## src/rtl/mem_port_arbiter.sv

```systemverilog
// ============================================================================
// Module      : mem_port_arbiter
// Description : Shares one memory port between the CPU access path and a
//               debug/loader master. Serialises accesses, holds each for
//               MEM_LAT cycles and returns read data with a done pulse.
// Revision    : 1.0 - initial release
// ============================================================================
`default_nettype none

module mem_port_arbiter #(
    parameter int MEM_LAT  = 2,   // cycles the port is held per access (1..15)
    parameter int ARB_MODE = 0    // 0 = round-robin, 1 = CPU wins ties
) (
    input  logic        clk,
    input  logic        rst,

    input  logic        cpu_req,
    input  logic [1:0]  cpu_wr,
    input  logic [2:0]  cpu_re,
    input  logic [31:0] cpu_addr,
    input  logic [31:0] cpu_wdata,
    output logic        cpu_done,
    output logic [31:0] cpu_rdata,

    input  logic        dbg_req,
    input  logic [1:0]  dbg_wr,
    input  logic [2:0]  dbg_re,
    input  logic [31:0] dbg_addr,
    input  logic [31:0] dbg_wdata,
    output logic        dbg_done,
    output logic [31:0] dbg_rdata,

    output logic        mem_en,
    output logic [1:0]  mem_wr,
    output logic [2:0]  mem_re,
    output logic [31:0] mem_addr,
    output logic [31:0] mem_wdata,
    input  logic [31:0] mem_rdata,

    output logic        busy
);

    localparam logic [1:0] c_st_idle   = 2'd0;
    localparam logic [1:0] c_st_access = 2'd1;
    localparam logic [1:0] c_st_done   = 2'd2;

    localparam logic       c_own_cpu   = 1'b0;
    localparam logic       c_own_dbg   = 1'b1;

    localparam logic [3:0] c_lat_m1    = 4'(MEM_LAT - 1);

    logic [1:0]  r_state;
    logic [1:0]  w_state_nxt;
    logic [3:0]  r_cnt;
    logic        r_owner;
    logic        r_last_owner;
    logic [1:0]  r_wr;
    logic [2:0]  r_re;
    logic [31:0] r_addr;
    logic [31:0] r_wdata;
    logic [31:0] r_cpu_rdata;
    logic [31:0] r_dbg_rdata;

    logic        w_grant;
    logic        w_grant_owner;
    logic        w_tie_to_dbg;
    logic        w_in_access;

    // Round-robin hands a tie to DBG only when the CPU had the port last.
    assign w_tie_to_dbg = (ARB_MODE == 0) && (r_last_owner == c_own_cpu);

    always_comb begin
        w_state_nxt   = r_state;
        w_grant       = 1'b0;
        w_grant_owner = c_own_cpu;
        case (r_state)
            c_st_idle: begin
                if (cpu_req || dbg_req) begin
                    w_grant     = 1'b1;
                    w_state_nxt = c_st_access;
                    if (dbg_req && (!cpu_req || w_tie_to_dbg)) begin
                        w_grant_owner = c_own_dbg;
                    end
                end
            end
            c_st_access: begin
                if (r_cnt == 4'd0) begin
                    w_state_nxt = c_st_done;
                end
            end
            c_st_done: begin
                w_state_nxt = c_st_idle;
            end
            default: begin
                w_state_nxt = c_st_idle;
            end
        endcase
    end

    always_ff @(posedge clk) begin
        if (rst) begin
            r_state      <= c_st_idle;
            r_cnt        <= 4'd0;
            r_owner      <= c_own_cpu;
            r_last_owner <= c_own_dbg;
            r_wr         <= 2'd0;
            r_re         <= 3'd0;
            r_addr       <= 32'd0;
            r_wdata      <= 32'd0;
            r_cpu_rdata  <= 32'd0;
            r_dbg_rdata  <= 32'd0;
        end else begin
            r_state <= w_state_nxt;
            case (r_state)
                c_st_idle: begin
                    if (w_grant) begin
                        r_owner <= w_grant_owner;
                        r_cnt   <= c_lat_m1;
                        if (w_grant_owner == c_own_dbg) begin
                            r_wr    <= dbg_wr;
                            r_re    <= dbg_re;
                            r_addr  <= dbg_addr;
                            r_wdata <= dbg_wdata;
                        end else begin
                            r_wr    <= cpu_wr;
                            r_re    <= cpu_re;
                            r_addr  <= cpu_addr;
                            r_wdata <= cpu_wdata;
                        end
                    end
                end
                c_st_access: begin
                    if (r_cnt == 4'd0) begin
                        if (r_owner == c_own_dbg) begin
                            r_dbg_rdata <= mem_rdata;
                        end else begin
                            r_cpu_rdata <= mem_rdata;
                        end
                    end else begin
                        r_cnt <= r_cnt - 4'd1;
                    end
                end
                c_st_done: begin
                    r_last_owner <= r_owner;
                end
                default: begin
                    r_cnt <= 4'd0;
                end
            endcase
        end
    end

    assign w_in_access = (r_state == c_st_access);

    // The counter still holds its load value only in the first ACCESS cycle,
    // so the write strobe is presented exactly once per access.
    assign mem_en    = w_in_access;
    assign mem_wr    = (w_in_access && (r_cnt == c_lat_m1)) ? r_wr : 2'd0;
    assign mem_re    = w_in_access ? r_re    : 3'd0;
    assign mem_addr  = w_in_access ? r_addr  : 32'd0;
    assign mem_wdata = w_in_access ? r_wdata : 32'd0;

    assign cpu_done  = (r_state == c_st_done) && (r_owner == c_own_cpu);
    assign dbg_done  = (r_state == c_st_done) && (r_owner == c_own_dbg);
    assign cpu_rdata = r_cpu_rdata;
    assign dbg_rdata = r_dbg_rdata;

    assign busy      = (r_state != c_st_idle);

endmodule

`default_nettype wire

```

## config.mk

```make
export PLATFORM = sky130hd
export DESIGN_NAME = mem_port_arbiter
export DESIGN_NICKNAME = d
export VERILOG_FILES = /design/src/rtl/mem_port_arbiter.sv
export SDC_FILE = /design/constraint.sdc
export NUM_CORES = 1
export LEC_CHECK = 0
export ABC_AREA = 0
export CORE_MARGIN = 3
export CORE_UTILIZATION = 26
export DETAILED_ROUTE_END_ITERATION = 6
export DONT_BUFFER_PORTS = 1
export GPL_TIMING_DRIVEN = 1
export PLACE_DENSITY = 0.39
export SLEW_MARGIN = 0
export SYNTH_ARGS = -nofsm -noshare
export SYNTH_HDL_FRONTEND = slang
export SYNTH_SLANG_ARGS = --single-unit
```

## constraint.sdc

```tcl
create_clock -name clk -period 2.4 [get_ports clk]
set_clock_uncertainty 0.2 [all_clocks]
set_input_delay 0.6 -clock clk [delete_from_list [all_inputs] [get_ports clk]]
set_output_delay 0.6 -clock clk [all_outputs]
set_load 0.02 [all_outputs]
```

==> impl_metrics.py, run 1 <==
metrics = {
    "global_routing": {
        "grt_antenna_before_repair": 0,
        "grt_start_max_net_pins": 109,
        "grt_usage_pct": 14.65,
        "grt_pass1_vias": 5582,
        "grt_overflow": 0,
        "grt_pass1_wl_microns": 31130,
    },
    "setup_path": {
        "crit_required_ns": 1.60,
        "endpoint_kind": "output pin",
        "worst_ep_arrival_time_ns": 1.65,
        "critPathMaxStageDelay_ns": 0.44,
        "worst-path-max-fanout": 3,
        "path_class": "reg2out",
        "cp_slowest_cell": "or3b_4",
        "crit_path_start_kind": "flip-flop",
        "worstPathCellList": "or3b_4 -> nor4b_4 -> buf_6",
    },
    "hold_path": {
        "hold_class": "in2reg",
    },
    "placed_design": {
        "placed_cells": 1089,
        "gp_congestion": 0.8000,
        "io_buffers": 0,
        "hpwl_microns": 14320,
        "dp_slack_ns": 0.2111,
    },
    "run": {
        "maxCapViolations": 0,
    },
    "routing": {
        "wl_per_cell_microns": 18.84,
        "ant_nets": 0,
        "drt_wl_total_microns": 21150,
        "drt_iter0_markers": 278,
        "dr.pass1.iters": 4,
        "via_per_inst": 4.890,
        "dr_total_vias": 5492,
        "drc": 0,
    },
    "cts": {
        "cts_tree": "yes",
        "insertion_delay_ns": 0.41,
        "cts_made_buffers": 17,
        "cts-root-buf": "clkbuf_16",
        "cts_hold_buf": 0,
        "clockBufferDepth": 2,
        "cts_num_sinks": 141,
        "clkSlewWorstSetupHoldPaths_ns": 0.06,
        "ctsHtreeMaxLevel": 4,
    },
    "final_layout": {
        "area_growth_syn_to_layout_pct": 23.50,
        "fin_util_pct": 32.78,
        "fill_cells": 2553,
        "drive_gt1_share_pct": 18.40,
        "multi_input_area_sq_um": 3219,
        "nets": 962,
        "antenna_cells": 0,
        "stdcell_count": 1123,
        "regArea_sq_um": 2829,
    },
    "outcome": {
        "violations": "negative setup slack",
        "status": "finished with violations",
    },
    "sta": {
        "fin_crit_sh_pct": 102.3,
        "worst_slack_ns": -0.05411,
        "min_period_ns": 2.454,
        "finalSetupViolCount": 16,
        "slew_violations": 0,
        "rsz0062_at_grt": "true",
        "worst_slew_pin_slew_ns": 0.8411,
        "finalHoldViolations": 0,
        "maxSlewHeadroom_pct": 43.93,
        "hold_ws_ns": 0.06307,
        "fmax_ghz": 0.4075,
    },
    "synthesis": {
        "netlist_area_sq_um": 6475,
        "synth_top_area_share_pct": 43.59,
        "avgSynthCellArea_sq_um": 8.542,
        "synthTopCellsByArea": "dfxtp_1 (44%), mux2i_1 (10%), nand2b_1 (9.7%)",
        "ys_ff_latch": 141,
        "synth_compound_area_share_pct": 17.45,
        "synthAdderAreaFrac_pct": 0.3865,
        "synth_nets": 934,
        "yosysUniqueCellTypes": 36,
        "synth_area_leader_cell": "dfxtp_1",
        "synthMuxAreaShare_pct": 10.05,
        "synthXorXnorAreaFrac_pct": 0,
        "yosys_warnings": 0,
        "synthCells": 758,
        "ys_seq_area_share_pct": 43.59,
        "synthSimpleGateAreaFrac_pct": 19.92,
        "synth_top_family_by_area": "simple AND/OR/NAND/NOR gates",
    },
    "power": {
        "leakage_nw": 3.169,
        "power_mw": 7.172,
        "power.density_nw_per_um2": 896.9,
        "peakVddDrop_mv": 0.3142,
    },
    "die": {
        "die-area_sq_um": 26830,
        "num_rows": 57,
        "io-pin-count": 311,
        "core_area_sq_um": 24390,
        "die_h_microns": 163.8,
        "initial_core_util_pct": 26.55,
        "fp.dieW_microns": 163.8,
    },
}
==> worst max-delay path, delay by kind of cell (launching register included) <==
family,cells,cell delay (ns)
AND/OR/NAND/NOR,2,0.74
flip-flops,1,0.34
buffers and inverters,1,0.17
==> report_power, final <==
part	internal, mW	switching (mW)	total (mW)
registers	2.59	0.197	2.79
clock network	1.79	1.10	2.89
logic	0.572	0.921	1.49
total	4.96	2.22	7.17
==> path summary, 6_finish.rpt <==
kind                                  from           to  slack (ns)  depth (start not counted)
worst max-delay path            r_state[1]    mem_wr[0]       -0.05                          3
worst min-delay path                   rst     r_cnt[3]        0.06                          1
worst max register to register  r_state[1]  r_wdata[18]        0.27                          5
worst min register to register  r_addr[28]   r_addr[28]        0.27                          2
==> layer usage <==
metal / GRT usage (%) / share of wire (%) / wire, microns
met5: 0 / 0 / 0
met3: 6.532 / 11 / 2313
met1: 17.10 / 40 / 8396
met2: 24.11 / 47 / 10020
met4: 4.614 / 2.0 / 421
==> registers in the layout, summed over array words and instances (netlist names) <==
signal and flops:
r_owner 1, r_state 2, r_wdata 32, r_addr 32
dbg_rdata 32, r_wr 2, r_last_owner 1, r_re 3
cpu_rdata 32, r_cnt 4
==> metrics by stage <==
step | TNS [ns] | area (sq um)
2_1_floorplan | -0.1675 | 6475
3_3_place_gp | 0 | 7203
3_5_place_dp | 0 | 7203
4_1_cts | -0.1797 | 7911
5_1_grt | -4.940 | 7996
6_report | -0.2542 | 7996
==> cells by family (layout without fill, tap and decap cells) <==
family | Yosys count | in the layout
AND/OR/NAND/NOR | 260 | 260
flip-flops | 141 | 141
AO/OA/AOI/OAI | 152 | 152
adder cells (fa/ha/maj) | 2 | 2
buffers and inverters | 138 | 179
multiplexers | 65 | 65
==> cells in the final DEF (no fill, tap or decap), types with 3 or more instances in the layout <==
cell       netlist  routed
clkbuf_16        0      18
inv_1           72      72
nor2_4           1       5
nand2b_1       100      99
or3_1            4       3
nor2_2           0      12
a21oi_1         70      70
dfxtp_1        141     138
bufinv_16        0       4
inv_6            0       3
buf_12           0       4
mux2i_1         65      65
nand3_1          5       4
o32ai_2         10      10
buf_4            3      67
o32ai_1         60      60
nor2_1         139     123
clkinv_4         0       5
==> area by class of cell <==
cell class                 count  share of cell area, %
multi-input combinational    479                  40.26
clock inverter                14                  2.582
clock buffer                  18                  5.492
inverter                      74                  3.474
sequential                   141                  35.38
tap                          324                  5.070
timing repair buffer          73                  7.745
==> cells in the mapped netlist, drive strengths merged <==
library cell,n
dfxtp,141
nor2,140
nand2b,100
inv,74
a21oi,70
o32ai,70
mux2i,65
clkbuf,48
buf,16
nand3,5
or3,4
a2bb2oi,2
a31oi,2
ha,2
nand2,2
nor3,2
nor4b,2
o21bai,2
a211o,1
a21bo,1
a21boi,1
and3,1
nor2b,1
nor3b,1
o21ai,1
o22a,1
o22ai,1
or2,1
or3b,1
==> repair_timing <==
| item | in CTS | in global routing |
|---|---|---|
| cloned | 0 | 1 |
| pin swaps | 2 | 1 |
| setup endpoints to repair | 69 | 63 |
| resized for setup | 17 | 16 |
| setup buffers | 1 | 0 |
Note: power is estimated with default switching activity, not from simulation.
==> inputs of run 2 (changes only) <==
- CTS_CLUSTER_DIAMETER: default -> 50
- PLACE_DENSITY: 0.39 -> 0.41
- clock period: 2.4 -> 2.1 ns (I/O delays scaled with it)
==> run 2 against run 1 <==
Net effect:
- setup slack worse by 0.17 ns
- the run still ends with negative setup slack left
- sequential power grew 14%
- global-route usage shrank 0.53 points
- wire length is 0.88% higher
- largest power group is now sequential cells
- sequential share of layout area fell by 2.1 points
- utilization rose by 2.0 points
- die area did not move
- critical path type unchanged
- register-to-register slack worse by 0.19 ns
==> impl_metrics.py, run 2 (synthesis gave the netlist of run 1 again) <==
metrics = {
    "outcome": {
        "status": "finished with violations",
        "violations": "negative setup slack",
    },
    "power": {
        "peakVddDrop_mv": 0.4756,
        "pwr-share-clk_pct": 36.5,
        "combPwrFrac_pct": 24.5,
        "power_mw": 8.178,
        "internal-power_mw": 5.493,
        "p_seq_share_pct": 38.9,
        "switching_share_pct": 32.83,
        "power.density_nw_per_um2": 962.6,
        "leakage_nw": 3.355,
        "power_switching_mw": 2.685,
    },
    "routing": {
        "drt_wl_total_microns": 21340,
        "drt_iter0_markers": 293,
        "dr_total_vias": 5596,
        "via_per_inst": 4.862,
        "drc": 0,
        "wl_per_cell_microns": 18.54,
        "dr.pass1.iters": 4,
        "ant_nets": 0,
    },
    "sta": {
        "fin_tns_setup_ns": -6.967,
        "min_period_ns": 2.328,
        "fmax_ghz": 0.4295,
        "finalSetupViolCount": 70,
        "worst_slack_ns": -0.2283,
        "finalHoldViolations": 0,
        "slew_violations": 0,
        "maxSlewHeadroom_pct": 65.26,
        "rsz0062_at_grt": "true",
        "fin_crit_sh_pct": 110.9,
        "hold_ws_ns": 0.06284,
        "worst_slew_pin_slew_ns": 0.5193,
    },
    "cts": {
        "clockBufferDepth": 2,
        "cts_made_buffers": 17,
        "clkSlewWorstSetupHoldPaths_ns": 0.06,
        "insertion_delay_ns": 0.41,
        "cts-root-buf": "clkbuf_16",
        "ctsHtreeMaxLevel": 4,
        "cts_num_sinks": 141,
        "cts_tree": "yes",
    },
    "setup_path": {
        "path_class": "reg2out",
        "crit_start": "r_state[1]",
        "crit_required_ns": 1.37,
        "crit_path_start_kind": "flip-flop",
        "worst-path-max-fanout": 3,
        "worst_r2r_path_depth": 7,
        "endpoint_kind": "output pin",
        "worst_ep_arrival_time_ns": 1.60,
        "r2r_slack_ns": 0.08,
        "regToRegStartpoint": "r_state[1]",
    },
    "global_routing": {
        "grt_start_max_net_pins": 104,
        "grt_overflow": 0,
        "grt_usage_pct": 14.12,
        "grt_pass1_wl_microns": 30180,
        "grt_pass1_vias": 5596,
        "grt_antenna_before_repair": 0,
    },
    "hold_path": {
        "holdPathStages": 1,
        "hold_class": "in2reg",
        "worstHoldStart": "rst",
    },
    "die": {
        "die-area_sq_um": 26830,
        "num_rows": 57,
        "core_area_sq_um": 24390,
        "fp.dieW_microns": 163.8,
        "io-pin-count": 311,
        "initial_core_util_pct": 26.55,
        "die_h_microns": 163.8,
    },
    "final_layout": {
        "antenna_cells": 0,
        "final_common_cell": "dfxtp_1",
        "drive_gt1_share_pct": 22.85,
        "layout_common_cells": "dfxtp_1 (139), nor2_1 (109), nand2b_1 (99), inv_1 (71), a21oi_1 (70)",
        "area_growth_syn_to_layout_pct": 31.21,
        "fill_cells": 2537,
        "nets": 990,
    },
    "run": {
        "maxCapViolations": 0,
    },
    "placed_design": {
        "gp_congestion": 0.7390,
        "io_buffers": 0,
        "hpwl_microns": 13730,
    },
}
[run 2: path summary, 6_finish.rpt]
path / end
max: mem_wr[1]
min: r_cnt[0]
max reg2reg: r_wdata[30]
min reg2reg: r_addr[12]
[run 2: final cells by class]
| cell class | instances | area [sq um] | area share (%) |
|---|---|---|---|
| Clock buffer | 19 | 442.9 | 5.214 |
| Clock inverter | 13 | 130.1 | 1.532 |
| Inverter | 74 | 282.8 | 3.328 |
| Multi-Input combinational cell | 480 | 3338 | 39.29 |
| Sequential cell | 141 | 2825 | 33.25 |
| Tap cell | 324 | 405.4 | 4.772 |
| Timing Repair Buffer | 100 | 1071 | 12.61 |
[run 2: per-layer routing]
layer	global-route usage, %	wire [microns]	vias to the layer above
met5	0	0	-
met4	3.998	235	0
met3	4.439	1492	12
met2	23.64	10430	206
met1	17.47	9184	2705
li1	-	-	2673
[run 2: power groups by stage]
| stage | Clock (mW) | Combinational, mW | Sequential [mW] |
|---|---|---|---|
| after floorplan | 0 | 1.19 | 3.21 |
| after global routing | 3.20 | 2.15 | 3.21 |
| final | 2.99 | 2.01 | 3.18 |
| after CTS | 3.10 | 1.79 | 3.19 |
| after detailed placement | 0 | 1.66 | 3.25 |
| after global placement | 0 | 1.64 | 3.24 |
[run 2: per-stage QoR]
step	utilization, %	area [sq um]	cells	setup slack [ns]
floorplan	-	6490	758	-0.05383
global placement	30.39	7413	1107	0.1198
detailed placement	30.39	7413	1107	0.08571
CTS	33.50	8170	1143	-0.2355
global route	34.83	8496	1151	-0.2950
finish	34.83	8496	1151	-0.2283
[run 2: critical path, cell delays in order (launching register included)]
cell and delay, ns:
dfxtp_2 0.32, or3b_4 0.42, nor4b_2 0.28, buf_4 0.18
[run 2: repair_timing]
item | in CTS | in global routing
buffers inserted | 2 | 2
gates cloned | 1 | 7
pin swaps | 1 | 2
hold buffers | 1 | 0
hold endpoints to repair | 6 | 0
gates resized for setup | 39 | 57
setup endpoints to repair | 72 | 75
==> inputs of run 3 (changes only) <==
- DONT_BUFFER_PORTS: 1 -> default
- PLACE_DENSITY: 0.41 -> 0.57
==> run 3 against run 2 <==
Net effect:
- the run still ends with negative setup slack left
- critical path type unchanged
- flip-flop and latch count unchanged
- global-route usage increased by 3.2 points
- wire length increased by 19%
==> impl_metrics.py, run 3 (synthesis gave the netlist of run 1 again) <==
metrics = {
    "outcome": {
        "status": "finished with violations",
        "violations": "negative setup slack",
    },
    "die": {
        "core_area_sq_um": 24390,
        "initial_core_util_pct": 26.55,
        "fp.dieW_microns": 163.8,
        "die_h_microns": 163.8,
        "num_rows": 57,
        "io-pin-count": 311,
        "die-area_sq_um": 26830,
    },
    "power": {
        "leakage_nw": 4.886,
        "power_switching_mw": 3.116,
        "peakVddDrop_mv": 0.3898,
        "switching_share_pct": 33.98,
        "pwr-share-clk_pct": 31.5,
        "internal-power_mw": 6.055,
        "power.density_nw_per_um2": 776.3,
        "p_seq_share_pct": 33.3,
        "combPwrFrac_pct": 35.2,
    },
    "sta": {
        "finalHoldViolations": 0,
        "fmax_ghz": 0.4186,
        "slew_violations": 0,
        "worst_slack_ns": -0.2890,
        "rsz0062_at_grt": "true",
        "worst_slew_pin_slew_ns": 0.4349,
        "fin_crit_sh_pct": 113.8,
        "finalSetupViolCount": 70,
        "fin_tns_setup_ns": -12.77,
        "maxSlewHeadroom_pct": 70.95,
        "min_period_ns": 2.389,
    },
    "cts": {
        "clockBufferDepth": 2,
        "cts_made_buffers": 17,
        "cts-root-buf": "clkbuf_16",
        "insertion_delay_ns": 0.42,
        "cts_tree": "yes",
        "clkSlewWorstSetupHoldPaths_ns": 0.07,
        "ctsHtreeMaxLevel": 4,
        "cts_num_sinks": 141,
    },
    "routing": {
        "drc": 0,
        "dr.pass1.iters": 4,
        "drt_wl_total_microns": 25360,
        "dr_total_vias": 6521,
        "via_per_inst": 4.589,
        "ant_nets": 0,
        "drt_iter0_markers": 461,
        "wl_per_cell_microns": 17.85,
    },
    "global_routing": {
        "grt_pass1_wl_microns": 36290,
        "grt_overflow": 0,
        "grt_antenna_before_repair": 0,
        "grt_pass1_vias": 6368,
        "grt_usage_pct": 17.31,
        "grt_start_max_net_pins": 108,
    },
    "setup_path": {
        "worst_r2r_path_depth": 11,
        "path_class": "reg2out",
        "endpoint_kind": "output pin",
        "crit_required_ns": 1.37,
        "worst_ep_arrival_time_ns": 1.66,
        "crit_path_start_kind": "flip-flop",
        "worst-path-max-fanout": 2,
    },
    "placed_design": {
        "placed_area_sq_um": 10100,
        "gp_congestion": 0.7681,
        "io_buffers": 310,
        "hpwl_microns": 15890,
    },
    "final_layout": {
        "area_growth_syn_to_layout_pct": 82.45,
        "design_area_sq_um": 11810,
        "final_common_cell": "clkdlybuf4s50_1",
        "nets": 1259,
        "drive_gt1_share_pct": 24.36,
        "layout_common_cells": "clkdlybuf4s50_1 (172), dfxtp_1 (139), nand2b_1 (99), buf_6 (79), nor2_1 (72)",
    },
    "hold_path": {
        "holdPathStages": 2,
        "hold_class": "reg2reg",
    },
    "run": {
        "maxCapViolations": 0,
    },
}
==> run 3: changes by cell type in the layout (fill, tap and decap cells not counted), sizes merged, moves of 2 or more <==
| cell | change |
|---|---|
| buf | +33 |
| dlymetal6s2s | +3 |
| dlygate4sd2 | +61 |
| clkinvlp | +2 |
| clkdlybuf4s50 | +172 |
==> run 3: power groups by stage <==
stage               combinational [mW]  clock [mW]  sequential, mW
finish                            3.23        2.89            3.06
global route                      3.42        3.09            3.09
CTS                               2.83        2.98            3.06
detailed placement                2.42           0            3.12
global placement                  2.42           0            3.11
floorplan                         1.19           0            3.21
==> run 3: critical path, cell delays in order (launching register included) <==
cell,delay (ns)
dfxtp_2,0.34
or3b_4,0.39
buf_6,0.13
nor4b_4,0.19
buf_4,0.19
==> run 3: worst paths after layout <==
path	endpoint	slack [ns]	from
max reg2reg	dbg_rdata[22]	0.02	r_state[1]
min reg2reg	cpu_rdata[14]	0.27	cpu_rdata[14]
min	cpu_rdata[14]	0.27	cpu_rdata[14]
max	mem_wr[1]	-0.29	r_state[0]
==> run 3: layer usage <==
metal | GRT usage [%] | wire length (microns) | up-vias
met5 | 0 | 0 | -
met2 | 28.60 | 12580 | 196
li1 | - | - | 3214
met4 | 4.998 | 414 | 0
met3 | 4.464 | 1398 | 23
met1 | 22.32 | 10970 | 3088
==> run 3: per-stage QoR <==
| step | std cells | setup slack, ns | hold slack (ns) | power, mW | util [%] |
|---|---|---|---|---|---|
| final | 1421 | -0.2890 | 0.2664 | 9.171 | 48.44 |
| after global routing | 1420 | -0.3760 | 0.2873 | 9.591 | 48.43 |
| after CTS | 1410 | -0.3250 | 0.2646 | 8.871 | 45.66 |
| after detailed placement | 1359 | -0.3518 | 0.2543 | 5.533 | 41.40 |
| after global placement | 1359 | -0.2951 | 0.2500 | 5.530 | 41.40 |
| after floorplan | 758 | -0.05383 | 0.2393 | 4.396 | - |
==> run 3: area by class of cell <==
type,count,area [sq um]
Tap cell,324,405.4
Inverter,74,282.8
Fill cell,2329,12580
Antenna cell,1,2.502
Sequential cell,141,2825
Clock buffer,17,425.4
Clock inverter,15,126.4
Timing Repair Buffer,370,4024
Multi-Input combinational cell,479,3722
==> run 3: what timing repair did <==
item | in CTS | in global routing
setup buffers | 13 | 5
endpoints found under the setup margin | 134 | 105
pin swaps | 4 | 3
resized for setup | 523 | 127
hold buffers | 0 | 0
gates cloned | 6 | 6
